### src/rtl/shift_unit_pipe.sv
// shift_unit_pipe: parametrised shift unit (LSR, LSL, ASR, ROR) with carry
// and zero flags, valid/ready on both sides and a single global advance.
// The shift is decomposed into log2(WIDTH) binary stages; stage k shifts by
// 2^k when its amount bit is set. Amounts >= WIDTH are resolved up front.
// Build option: define SHIFT_UNIT_PIPELINE_EN to register after every binary
// stage (latency log2(WIDTH)); otherwise all stages feed one output register
// combinationally (latency 1). Results and flags are identical in both builds.
module shift_unit_pipe #(
  parameter int WIDTH = 8,
  localparam int SHW = $clog2(WIDTH) + 1
) (
  input  logic             clk_i,
  input  logic             rst_i,
  input  logic             valid_i,
  output logic             ready_o,
  input  logic [1:0]       op_i,
  input  logic [WIDTH-1:0] a,
  input  logic [SHW-1:0]   b,
  output logic             valid_o,
  input  logic             ready_i,
  output logic [WIDTH-1:0] c_o,
  output logic             carry_o,
  output logic             zero_o
);

  localparam int NS = SHW - 1;

  localparam logic [1:0] OP_LSR = 2'b00;
  localparam logic [1:0] OP_LSL = 2'b01;
  localparam logic [1:0] OP_ASR = 2'b10;
  localparam logic [1:0] OP_ROR = 2'b11;

  // Work item carried through the binary stages: partial result, the last
  // bit shifted out so far, the mode and the amount bits still to apply.
  typedef struct packed {
    logic [WIDTH-1:0] data;
    logic             carry;
    logic [1:0]       op;
    logic [NS-1:0]    amt;
  } stg_t;

  // Resolve the amount MSB (b >= WIDTH) before the binary stages. LSR/LSL
  // flush to zero, ASR fills with the sign, ROR simply drops the MSB (mod).
  // For b == WIDTH exactly, the last bit out is the far end of the operand.
  function automatic stg_t pre_stage(input logic [1:0]       op,
                                     input logic [WIDTH-1:0] av,
                                     input logic [SHW-1:0]   bv);
    stg_t r;
    r.data  = av;
    r.carry = 1'b0;
    r.op    = op;
    r.amt   = bv[NS-1:0];
    if (bv[SHW-1] && (op != OP_ROR)) begin
      r.amt = '0;
      case (op)
        OP_LSR: begin
          r.data  = '0;
          r.carry = (bv[NS-1:0] == '0) ? av[WIDTH-1] : 1'b0;
        end
        OP_LSL: begin
          r.data  = '0;
          r.carry = (bv[NS-1:0] == '0) ? av[0] : 1'b0;
        end
        default: begin
          r.data  = {WIDTH{av[WIDTH-1]}};
          r.carry = av[WIDTH-1];
        end
      endcase
    end
    return r;
  endfunction

  // One binary stage: shift by 2^k when amount bit k is set. The carry is
  // overwritten by the last bit leaving this stage, so after all stages it
  // holds the last bit shifted out of the whole operation. For ROR that bit
  // is the one landing in the MSB, matching c_o[WIDTH-1].
  function automatic stg_t shift_stage(input stg_t s, input int k);
    stg_t r;
    int   sh;
    r  = s;
    sh = 1 << k;
    if (((s.amt >> k) & NS'(1)) != '0) begin
      case (s.op)
        OP_LSR: begin
          r.data  = s.data >> sh;
          r.carry = |(s.data & (WIDTH'(1) << (sh - 1)));
        end
        OP_LSL: begin
          r.data  = s.data << sh;
          r.carry = |(s.data & (WIDTH'(1) << (WIDTH - sh)));
        end
        OP_ASR: begin
          r.data  = $signed(s.data) >>> sh;
          r.carry = |(s.data & (WIDTH'(1) << (sh - 1)));
        end
        default: begin
          r.data  = (s.data >> sh) | (s.data << (WIDTH - sh));
          r.carry = |(s.data & (WIDTH'(1) << (sh - 1)));
        end
      endcase
    end
    return r;
  endfunction

  logic             adv;
  logic             valid_d, valid_q;
  logic [WIDTH-1:0] c_d, c_q;
  logic             carry_d, carry_q;
  logic             zero_d, zero_q;
  stg_t             res;
  logic             unused_ok;

  // Whole pipe moves together; a held output freezes every stage behind it.
  assign adv     = !valid_q || ready_i;
  assign ready_o = adv;
  assign valid_o = valid_q;
  assign c_o     = c_q;
  assign carry_o = carry_q;
  assign zero_o  = zero_q;

  // Mode and leftover amount bits are consumed by the last stage only.
  assign unused_ok = ^{res.op, res.amt};

`ifdef SHIFT_UNIT_PIPELINE_EN
  localparam int NR = NS - 1;

  stg_t          stg_d [NR];
  stg_t          stg_q [NR];
  logic [NR-1:0] vld_d, vld_q;

  // Stage 0 works on the request; stage k works on register k-1; the final
  // stage feeds the output register directly.
  always_comb begin
    stg_d[0] = shift_stage(pre_stage(op_i, a, b), 0);
    for (int k = 1; k < NR; k++) begin
      stg_d[k] = shift_stage(stg_q[k-1], k);
    end
    res      = shift_stage(stg_q[NR-1], NS - 1);
    vld_d[0] = valid_i;
    for (int k = 1; k < NR; k++) begin
      vld_d[k] = vld_q[k-1];
    end
    valid_d = vld_q[NR-1];
    c_d     = res.data;
    carry_d = res.carry;
    zero_d  = (res.data == '0);
  end

  // Intermediate stage data: loads on advance, no reset needed.
  always_ff @(posedge clk_i) begin
    if (adv) begin
      stg_q <= stg_d;
    end
  end

  // Intermediate stage valid bits: cleared by reset to flush in-flight work.
  always_ff @(posedge clk_i) begin
    if (rst_i) begin
      vld_q <= '0;
    end else if (adv) begin
      vld_q <= vld_d;
    end
  end
`else
  // All binary stages in one combinational chain into the output register.
  always_comb begin
    res = pre_stage(op_i, a, b);
    for (int k = 0; k < NS; k++) begin
      res = shift_stage(res, k);
    end
    valid_d = valid_i;
    c_d     = res.data;
    carry_d = res.carry;
    zero_d  = (res.data == '0);
  end
`endif

  // Output register: result and flags held stable while downstream stalls.
  always_ff @(posedge clk_i) begin
    if (rst_i) begin
      valid_q <= 1'b0;
      c_q     <= '0;
      carry_q <= 1'b0;
      zero_q  <= 1'b0;
    end else if (adv) begin
      valid_q <= valid_d;
      c_q     <= c_d;
      carry_q <= carry_d;
      zero_q  <= zero_d;
    end
  end

endmodule
### config.mk
export PLATFORM = sky130hd
export DESIGN_NAME = shift_unit_pipe
export DESIGN_NICKNAME = d
export VERILOG_FILES = /design/src/rtl/shift_unit_pipe.sv
export SDC_FILE = /design/constraint.sdc
export NUM_CORES = 1
export LEC_CHECK = 0
export CORE_UTILIZATION = 50
export DETAILED_ROUTE_END_ITERATION = 8
export HOLD_SLACK_MARGIN = 0.12
export PLACE_DENSITY = 0.87
export SKIP_LAST_GASP = 1
export SYNTH_ARGS = -nofsm -noshare
export SYNTH_HDL_FRONTEND = slang
export SYNTH_SLANG_ARGS = --single-unit
### constraint.sdc
create_clock -name clk_i -period 3.2 [get_ports clk_i]
set_input_delay 0.48 -clock clk_i [delete_from_list [all_inputs] [get_ports clk_i]]
set_output_delay 0.48 -clock clk_i [all_outputs]
set_load 0.02 [all_outputs]
# [Yosys cells after proc, flatten, opt, wreduce, memory -nomap -nowiden]
# Cells that the tools add are included.
[classes] muxes=11 n_reduce_logical=6 n_bitwise=3 n_eq_ne=3
[op_table] op="one-hot mux 9 bit (3 select lines)" n=3
[op_table] op="2-to-1 mux 9 bit" n=4
[op_table] op="one-hot mux 9 bit (2 select lines)" n=1
[op_table] op="zero test 8 bit" n=1
[op_table] op="OR 4 x 8 -> 8 bit" n=1
[op_table] op="OR 6 x 8 -> 8 bit" n=1
[op_table] op="OR 7 x 8 -> 8 bit" n=1
[op_table] op="zero test 3 bit" n=1
[op_table] op="2-to-1 mux 3 bit" n=1
[op_table] op="equality test 2 x 1 -> 1 bit, second input constant" n=1
[op_table] op="equality test 2 bit, second input constant" n=1
[op_table] op="zero test 2 bit" n=1
[op_table] op="2-to-1 mux 1 bit" n=2
[op_table] op="inequality test 2 bit, second input constant" n=1
[op_table] op="logical AND 1 bit" n=1
[op_table] op="zero test 1 bit" n=1
[op_table] op="logical OR 1 bit" n=1
[word_totals] word_cells=27 input_bits=18 register_bits=11

# [Depth between registers and ports, before layout]
[logic_depth] ltp_word=14 depth_mapped=9 ltp_nobuf=7

# [Least setup slack after synthesis]
# OpenSTA, ideal clock, no wires.
[synth_path] kind="input port to flip-flop" start="input op_i[0]" end="register zero_q (netlist: zero_o)" arrival_ps=1865 required_ps=3116 stages=8 path_slack_ps=1251 setup_ps=84 cell_sequence="buf_4 a21boi_4 o221ai_2 a31oi_4 o21ai_2 a31o_1 o21a_1 o31ai_2"
[synth_between] elab_chain_cells=13 elab_cells_between_ends=18 cone_classes="3 x eq/ne; 9 x mux; 3 x bitwise; 3 x reduce/logical"
[synth_lines] item="start, declared" line="16" source="input logic [1:0] op_i,"
[synth_lines] item="equality test 2 x 1 -> 1 bit (tied with other cells)" line="55, 83"
[synth_lines] item="one-hot mux 9 bit (2 select lines) / logical AND 1 bit (equally long branches)" line="55, 53"
[synth_lines] item="2-to-1 mux 9 bit" line="53" source="if (bv[SHW-1] && (op != OP_ROR)) begin"
[synth_lines] item="OR 7 x 8 -> 8 bit" line="97" source="r.data = (s.data >> sh) | (s.data << (WIDTH - sh));"
[synth_lines] item="one-hot mux 9 bit (3 select lines)" line="83" source="case (s.op)"
[synth_lines] item="2-to-1 mux 9 bit" line="82" source="if (((s.amt >> k) & NS'(1)) != '0) begin"
[synth_lines] item="OR 6 x 8 -> 8 bit" line="97"
[synth_lines] item="one-hot mux 9 bit (3 select lines)" line="83"
[synth_lines] item="2-to-1 mux 9 bit" line="82"
[synth_lines] item="OR 4 x 8 -> 8 bit" line="97"
[synth_lines] item="one-hot mux 9 bit (3 select lines)" line="83"
[synth_lines] item="2-to-1 mux 9 bit (*)" line="82"
[synth_lines] item="zero test 8 bit (*)" line="174" source="zero_d = (res.data == '0);"
[synth_lines] item="end signal, assigned" line="189" source="zero_q <= zero_d;"
[synth_lines] item="end, declared" line="109" source="logic zero_d, zero_q;"
# Every way passes the cells marked *; elsewhere a longest branch is shown, timed or not.
# A chain may end at the register's enable or synchronous reset.

# [Final worst setup path]
[layout_path] start="input b[3]" end="register zero_q (netlist: zero_o)"
[layout_between] elab_chain_cells=12 elab_cells_between_ends=13 cone_classes="8 x mux; 3 x bitwise; 2 x reduce/logical"
[layout_lines] item="start, declared" line="18" source="input logic [SHW-1:0] b,"
[layout_lines] item="logical AND 1 bit (*)" line="53"
[layout_lines] item="2-to-1 mux 9 bit" line="53"
[layout_lines] item="OR 7 x 8 -> 8 bit" line="97"
[layout_lines] item="one-hot mux 9 bit (3 select lines)" line="83"
[layout_lines] item="2-to-1 mux 9 bit" line="82"
[layout_lines] item="OR 6 x 8 -> 8 bit" line="97"
[layout_lines] item="one-hot mux 9 bit (3 select lines)" line="83"
[layout_lines] item="2-to-1 mux 9 bit" line="82"
[layout_lines] item="OR 4 x 8 -> 8 bit" line="97"
[layout_lines] item="one-hot mux 9 bit (3 select lines)" line="83"
[layout_lines] item="2-to-1 mux 9 bit (*)" line="82"
[layout_lines] item="zero test 8 bit (*)" line="174"
# Marked as above.

==> results.py <==
metrics = {
    "power": {
        "p_per_area_nw_per_um2": 280,
        "swShare_pct": 39.1,
        "leakagePower_nw": 0.694,
        "p_int_w": 0.000320,
        "peakVddDrop_mv": 0.261,
        "p_comb_share_pct": 52.5,
        "p_switching_w": 0.000206,
        "clock_power_share_pct": 17.9,
        "finalPower_w": 0.000525,
        "seqPwrFrac_pct": 29.6,
    },
    "sta": {
        "final.setup.tns_ns": 0,
        "maxSlewViolCount": 0,
        "rsz0062_at_grt": "no",
        "tightest_slew_ns": 0.573,
        "final_hold_viol_count": 0,
        "min_period_ns": 2.58,
        "period_share_pct": 80.7,
        "fin_skew_ns": 0.00137,
        "slew_headroom_pct": 61.7,
        "fmax_ghz": 0.387,
        "finalSetupViolCount": 0,
    },
    "drt": {
        "firstDrtPassIters": 5,
        "wl_met2_um": 2000,
        "top_layer": "met4",
        "wl_met3_um": 390,
        "routed_wirelength_um": 4390,
        "vias_per_cell": 6.51,
        "wire_per_inst_um": 16.1,
        "num_vias": 1777,
        "ant_nets": 0,
        "wl_met1_um": 1920,
        "drc": 0,
        "drtIter0Drc": 145,
    },
    "worst_setup_path": {
        "reg2reg_to": "c_o[7]",
        "cp_slowest_cell": "clkdlybuf4s50_1",
        "ff2ff_path_depth": 4,
        "reg2reg_from": "valid_o",
        "path_delay_family": "buffers and inverters",
        "cp.required_ns": 3.39,
        "worst-path-stages": 9,
        "arrival_ns": 2.77,
        "startpoint": "b[3]",
        "start_kind": "input pin",
        "slowest_delay_ns": 0.55,
        "worstSetupEndpoint": "zero_o",
        "path_cells": "clkdlybuf4s50_1 > buf_4 > and4b_1 > nor4_2 > o221ai_1 > a21o_1 > o211ai_1 > nand4_1 > o31ai_2",
        "r2r_slack_ns": 2.07,
        "crit_type": "in2reg",
        "cp_max_fo": 11,
        "worstSetupEndpointType": "flop",
        "cp.buffers_inverters": 2,
    },
    "outcome": {
        "status": "complete, no violations",
    },
    "clock_tree": {
        "cts_max_level": 1,
        "post_cts_buffers": 0,
        "cts_root_buf": "clkbuf_4",
        "cts-buffers-inserted": 3,
        "clockBufferDepth": 2,
        "cts_sinks": 11,
        "cts_resized": 0,
        "cts_hold_repair.buffers": 0,
        "cts.clk_slew.worst_paths_ns": 0.07,
        "clock_latency_ns": 0.27,
        "cts_tree": "done",
    },
    "synthesis": {
        "avgSynthCellArea_um2": 7.07,
        "ys_seq_area_share_pct": 14.3,
        "yosys.area.top_type_share_pct": 14.3,
        "synth_edf_count": 0,
        "synthesis.area_um2": 1540,
        "synth_cells": 218,
        "synth_cell_types": 59,
        "ys.flop_type": "dfxtp_1",
        "yosysTopAreaCell": "dfxtp_1",
        "synth_nets": 236,
        "synthTopCellsByArea": "dfxtp_1 14%, nor2_1 6.3%, a211oi_1 4.9%",
        "yosysWarnings": 0,
        "ys_async_sr_fraction_pct": 0,
        "synth-seq-cells": 11,
    },
    "global_routing": {
        "grt_pass1_vias": 1536,
        "grt_max_degree": 40,
        "grt_usage_pct": 28.6,
        "grt_antenna_before_repair": 0,
        "grt_pass1_wl_um": 7470,
        "grt.overflow.total": 0,
    },
    "floorplan": {
        "core_um2": 2830,
        "core.rowCount": 19,
        "die_h_um": 57.5,
        "die_w_um": 57.5,
        "initial_core_util_pct": 54.5,
        "die-area_um2": 3310,
        "pin_count": 30,
    },
    "place": {
        "post-place-cells": 269,
        "gp_congestion": 1.02,
        "dp_hpwl_um": 3300,
        "io_buffers": 29,
        "placed_cell_area_um2": 1850,
    },
    "finish": {
        "area_growth_pct": 21.8,
        "final_common_cell": "clkdlybuf4s50_1",
        "layout_common_cells": "29 x clkdlybuf4s50_1, 26 x nor2_1, 16 x nand2_1",
        "final_cells": 273,
        "nets": 261,
        "num_antenna_cells": 0,
        "utilization_pct": 66.4,
        "drive_gt1_share_pct": 12.4,
        "fin_area_um2": 1880,
    },
    "min_path": {
        "worstHoldStart": "c_o[7]",
        "min_path_type": "reg2reg",
    },
    "job": {
        "maxCapViolCount": 0,
    },
}
layout make-up:
class	count	area, um^2
clock buffers	4	26.3
inverters	5	18.8
repair buffers	40	385
well taps	31	38.8
fillers	250	951
multi-input cells	182	1190
flip-flops and latches	11	220
cells in the mapped netlist (7+ instances only):
cell      instances
a21oi_1          15
o21ai_1           8
buf_2             7
clkbuf_1          7
a211oi_1         10
dfxtp_1          11
nor2b_1          11
nor2_1           26
nor3_1            7
nand2_1          16
a31oi_1           9
nand2b_1          8
cell families after synthesis:
family | after synthesis | synth area share [%]
flip-flops | 11 | 14.3
multiplexers | 5 | 3.49
buffers and inverters | 25 | 8.60
AND/OR/NAND/NOR | 96 | 34.7
AO/OA/AOI/OAI | 81 | 38.9
power by group through the flow:
stage	Clock (W)	Sequential (W)	Combinational [W]
after floorplan	0	0.000175	0.000162
after global placement	0	0.000158	0.000269
after detailed placement	0	0.000159	0.000271
after CTS	0.0000974	0.000156	0.000272
after global routing	0.000107	0.000157	0.000299
final	0.0000939	0.000155	0.000276
worst min-delay path by stage:
stage / end / slack [ns] / cells after the start
finish: c_o[7] / 0.50 / 2
CTS: c_o[3] / 0.50 / 2
global route: c_o[2] / 0.52 / 2
floorplan: c_o[4] / 0.55 / 1
detailed placement: c_o[3] / 0.48 / 2
global placement: c_o[3] / 0.49 / 2
per-stage QoR:
stage,setup slack (ns),hold WS [ns]
after global placement,0.403,0.487
after global routing,0.478,0.517
final,0.616,0.498
after floorplan,1.25,0.552
after CTS,0.664,0.498
after detailed placement,0.372,0.485
routing by layer:
layer  vias to the layer above  GRT usage [%]
met1                       804           41.3
met5                         -              0
met2                        94           44.4
met4                         0           6.97
li1                        869              -
met3                        10           4.54
sequential cells by signal, summed over array words and instances, names as in the netlist:
signal   count
c_o          8
carry_o      1
valid_o      1
zero_o       1
worst min-delay path, cell delays in order, from the launching register on:
cell and delay, ns:
dfxtp_1 0.31, nor2_1 0.09, a311oi_1 0.05
Note: power is estimated with default switching activity, not from simulation.
